<file path="src/rtl/subtractor_reg.sv">
// -----------------------------------------------------------------------------
// subtractor_reg
//   Registered N-bit two's-complement subtractor with carry/borrow-in.
//   Computes {cout,sum} = a + ~b + cin. With cin=1 this is a-b. With cin=0
//   it is a-b-1. The datapath is an explicit ripple of full-adder cells fed
//   with the inverted B operand. The result is registered, so latency is one
//   cycle. It is used for pointer-difference and occupancy arithmetic in the
//   CDC blocks.
//
// Parameters
//   N          operand / result width, 1..32
//
// Ports
//   clk        rising-edge clock
//   rst_n      asynchronous active-low reset
//   in_valid   capture a, b, cin this cycle
//   a          minuend
//   b          subtrahend
//   cin        carry-in (1 = no borrow-in, 0 = borrow one)
//   sum        registered low N bits of a + ~b + cin
//   cout       registered carry-out (1 = no borrow)
//   out_valid  sum/cout hold a result captured from a valid input
// -----------------------------------------------------------------------------

// Single full-adder cell: one bit of the ripple chain.
module subtractor_fa (
   input  logic i_a,
   input  logic i_b,
   input  logic i_c,
   output logic o_s,
   output logic o_c
);
   assign o_s = i_a ^ i_b ^ i_c;
   assign o_c = (i_a & i_b) | (i_a & i_c) | (i_b & i_c);
endmodule

module subtractor_reg #(
   parameter int N = 3
) (
   input  logic         clk,
   input  logic         rst_n,
   input  logic         in_valid,
   input  logic [N-1:0] a,
   input  logic [N-1:0] b,
   input  logic         cin,
   output logic [N-1:0] sum,
   output logic         cout,
   output logic         out_valid
);

   logic [N-1:0] w_bn;   // inverted subtrahend
   logic [N:0]   w_c;    // ripple carries, w_c[N] is the carry-out
   logic [N-1:0] w_s;    // combinational difference

   logic [N-1:0] r_sum;
   logic         r_cout;
   logic         r_vld;

   assign w_bn   = ~b;
   assign w_c[0] = cin;

   // One cell per bit. The carry ripples from bit 0 up to bit N.
   for (genvar gi = 0; gi < N; gi++) begin : g_bit
      subtractor_fa u_fa (
         .i_a (a[gi]),
         .i_b (w_bn[gi]),
         .i_c (w_c[gi]),
         .o_s (w_s[gi]),
         .o_c (w_c[gi+1])
      );
   end

   // Data registers load only on a valid input. That keeps the last result
   // stable and stops an idle or X-driven bus from reaching the outputs.
   // The valid flag follows in_valid every cycle.
   always_ff @(posedge clk or negedge rst_n) begin
      if (!rst_n) begin
         r_sum  <= '0;
         r_cout <= 1'b0;
         r_vld  <= 1'b0;
      end else begin
         r_vld <= in_valid;
         if (in_valid) begin
            r_sum  <= w_s;
            r_cout <= w_c[N];
         end
      end
   end

   assign sum       = r_sum;
   assign cout      = r_cout;
   assign out_valid = r_vld;

endmodule

</file>
<file path="config.mk">
export PLATFORM = sky130hd
export DESIGN_NAME = subtractor_reg
export DESIGN_NICKNAME = d
export VERILOG_FILES = /design/src/rtl/subtractor_reg.sv
export SDC_FILE = /design/constraint.sdc
export NUM_CORES = 1
export LEC_CHECK = 0
export BUFFER_PORTS_ARGS = -buffer_cell sky130_fd_sc_hd__buf_2
export CAP_MARGIN = 30
export CORE_AREA = 5 5 42 44
export DETAILED_ROUTE_END_ITERATION = 6
export DIE_AREA = 0 0 47 49
export GPL_TIMING_DRIVEN = 0
export PLACE_DENSITY = 0.45
export SKIP_LAST_GASP = 1
export SYNTH_ARGS = -nofsm -noshare
export SYNTH_HDL_FRONTEND = slang
export SYNTH_SLANG_ARGS = --single-unit
</file>
<file path="constraint.sdc">
create_clock -name clk -period 1.3 [get_ports clk]
set_input_delay 0.26 -clock clk [delete_from_list [all_inputs] [get_ports clk]]
set_output_delay 0.26 -clock clk [all_outputs]
set_load 0.02 [all_outputs]
</file>
* After elaboration in Yosys (flattened, before gate mapping) *
Cells that the tools add are included.

storage, ports and cells
  register bits after elaboration = 5
  logic and storage cells = 25
  input bits = 10

cells by class
  bitwise operators = 22

operators with widths
  operator          count
  AND 1 bit         9
  bitwise OR 1 bit  6
  XOR 1 bit         6
  inverter 3 bit    1

* Depth between registers and ports, before layout *
  word-level depth = 10
  gate-level depth with buffers = 7
  mapped depth without buffers = 7

* Cells and area by module *
A second synthesis with hierarchy kept.

second synthesis, totals
  cell total of the unflattened synthesis = 15
  area total of the unflattened synthesis = 241.5 µm²

by module, submodules not included
  module          area each (µm²)  times used  seq. area each (µm²)  cells an instance
  subtractor_reg  181.4            1           125.1                 12
  subtractor_fa   20.0             3           0.0                   1

* Least setup slack after synthesis *
OpenSTA, ideal clock, no wires.

  path kind = input to register
  start = in b[0]
  end = reg r_sum[2] (netlist: sum[2])
  required time = 1.175 ns
  cell stages on the path = 7
  arrival = 1.585 ns
  path slack = -0.410 ns
  library setup time = 0.125 ns
  buffers on the path = 0
  path through = inv_1 fa_1 inv_1 fa_1 inv_1 fa_1 mux2_2

on the way
  word-level cells in the longest chain between the ends = 8
  elaborated cells on any way between the ends = 10
  classes of those cells = 10 x bitwise

RTL lines
  what                         RTL line  RTL
  start, declared              44        input logic [N-1:0] b,
  inverter 3 bit *             59        assign w_bn = ~b;
  AND 1 bit                    34        assign o_c = (i_a & i_b) | (i_a & i_c) | (i_b & i_c);
  bitwise OR 1 bit             34
  bitwise OR 1 bit *           34
  AND 1 bit                    34
  bitwise OR 1 bit             34
  bitwise OR 1 bit *           34
  XOR 1 bit *                  33        assign o_s = i_a ^ i_b ^ i_c;
  named net g_bit[2].u_fa.o_s  30        output logic o_s,
  end signal, assigned         84        r_sum <= w_s;
  end, declared                55        logic [N-1:0] r_sum;

Mark *: on every way through the listed nets, which the timed path passes. The rest lies on a longest branch.
A chain may end at the register's enable or synchronous reset.

* Worst setup path in the final report *
Ends and elaborated chain as after synthesis.

==> results.cfg <==
[layout]
n_antenna_cell = 0
nets = 51
syn_to_final_growth_pct = 63.5
final_common_cell = buf_2
layout_common_cells = buf_2 (12), dfrtp_1 (5), fa_2 (3), clkbuf_4 (3)
drive_above_1_share = 0.703

[place]
pre_cts_ws_ns = -0.584
port_buffers = 14
gp_congestion = 0.614

[power_and_ir_drop]
ir_drop_mv = 0.301
p_leak_nw = 0.203
p_per_area_nw_per_um2 = 1280

[clock_network]
clk_latency_ns = 0.24
cts_tree = built
htree_levels = 1
clkTransAtPathRegs_ns = 0.05
clock-sinks = 5
cts_buffer_depth = 2
cts_root_buf = clkbuf_4
cts_made_buffers = 3

[global_routing]
grt_util_all_layers = 0.0590
grt_pass1_wl_um = 869
grt_start_max_net_pins = 7
overflow = 0
first_global_vias = 226
grt_antenna_before_repair = 0

[setup_path]
arrival_ns = 1.70
cpPeakStageDelay_ns = 0.42
r2r_end = cout
crit_path_top_delay_cell = fa_2
worstPathMaxFanout = 1
critPathLaunchType = input pin
worstSetupStartpoint = b[0]
critical_path_class = input pin to flip-flop
cp_common_cell = fa_2
worstReg2RegStart = cout
worstPathCellList = buf_6, inv_4, fa_2, inv_2, fa_2, inv_2, fa_2, mux2_4
crit_end = sum[2]
rr_worst_depth = 1
crit_required_ns = 1.42
critPathCaptureType = flip-flop
r2r_setup_slack_ns = 0.54

[routing]
vias_per_cell = 3.64
drc = 0
drtIter0Drc = 0
drt_first_pass_iters = 1
detail-route-antenna-nets = 0
num_vias = 193
wl_per_cell_um = 10.5
drt_wl_total_um = 558

[timing]
setup_violations = 2
fmax_ghz = 0.634
fin_ws_ns = -0.277
clock-skew-final_ns = 0
finalCriticalPeriod_ns = 1.58
finalCritPeriodShare = 1.21
maxSlewViolCount = 0
tns_ns = -0.441
hold_violations = 0
tightest_slew_ns = 0.138
whs_ns = 0.222
relSlewSlack = 0.908
rsz0062_at_grt = yes

[floorplanning]
top_level_ports = 15
rows = 14
fp.coreArea_um2 = 1400
initial_core_util = 0.176
die_area_um2 = 2300
die_h_um = 49
die_w_um = 47

[hold_path]
hold_class = input pin to flip-flop

[synthesis]
synth.avg_cell_area_um2 = 13.7
postSynthCellCount = 18
synth-seq-area-share = 0.508
ys_seq_elements = 5
syn_nets = 31
synth.cell_area_um2 = 246
synth.distinct_cells = 6
yosysWarnings = 0

[run_status]
violations = negative setup slack
status = finished with violations

[job]
cap_viol_max_count = 0
-- cell families (layout without fill, tap and decap cells) --
| group | count (synthesis) | after routing | share of synthesized area |
|---|---|---|---|
| fa+ha+maj | 3 | 3 | 0.244 |
| compound gates | 1 | 1 | 0.0203 |
| simple gates | 1 | 1 | 0.0152 |
| buf+inv | 5 | 24 | 0.0762 |
| flops | 5 | 5 | 0.508 |
| mux | 3 | 3 | 0.137 |
-- Yosys cell counts (all sizes together) --
master | count | area [um2]
nor2 | 1 | 3.75
a21oi | 1 | 5.00
dfrtp | 5 | 125
inv | 5 | 18.8
mux2 | 3 | 33.8
fa | 3 | 60.1
-- power by group --
part | internal (W) | leakage [nW] | switching (W) | total [W]
logic | 0.0000680 | 0.130 | 0.0000744 | 0.000142
clock network | 0.000116 | 0.0150 | 0.0000642 | 0.000180
registers | 0.000181 | 0.0579 | 0.0000118 | 0.000193
total | 0.000365 | 0.203 | 0.000150 | 0.000516
-- repair_timing --
item / CTS / global route
resized for setup: 4 / 3
pin swaps: 0 / 2
endpoints found under the setup margin: 2 / 2
hold buffers: 1 / 0
buffers inserted: 0 / 0
endpoints found under the hold margin: 5 / 0
-- critical path: cells and delay by family --
kind / cells / cell delay, ns
mux: 1 / 0.26
buf+inv: 4 / 0.24
fa+ha+maj: 3 / 0.94
-- per-stage QoR --
step           cell area (um2)  std cells   util  power [W]
2_1_floorplan              255         18      -   0.000270
3_3_place_gp               345         48  0.246   0.000323
3_5_place_dp               345         48  0.246   0.000328
4_1_cts                    394         53  0.281   0.000522
5_1_grt                    403         53  0.288   0.000547
6_report                   403         53  0.288   0.000516
-- sequential cells by signal (all words and copies together), names as in the netlist --
signal	count
out_valid	1
sum	3
cout	1
-- area by class of cell --
| class | instances | area, um2 |
|---|---|---|
| fill | 160 | 998 |
| sequential | 5 | 125 |
| multi-input combinational | 8 | 118 |
| timing repair buffer | 15 | 92.6 |
| clock buffer | 4 | 26.3 |
| inverter | 5 | 21.3 |
| tap | 16 | 20.0 |
-- per-layer routing --
| layer | global-route usage | wire [um] |
|---|---|---|
| met5 | 0 | 0 |
| met4 | 0.0553 | 0 |
| met3 | 0.0480 | 72 |
| met2 | 0.0769 | 292 |
| met1 | 0.0544 | 194 |
-- worst min path at each step --
stage | startpoint | endpoint | slack, ns | depth (start not counted)
final | in_valid | out_valid | 0.22 | 1
after global routing | in_valid | out_valid | 0.22 | 1
after CTS | in_valid | out_valid | 0.22 | 1
after detailed placement | rst_n | sum[2] | 0.08 | 1
after global placement | rst_n | sum[2] | 0.08 | 1
after floorplan | rst_n | cout | -0.04 | 0
(Power assumes the default switching activity.)
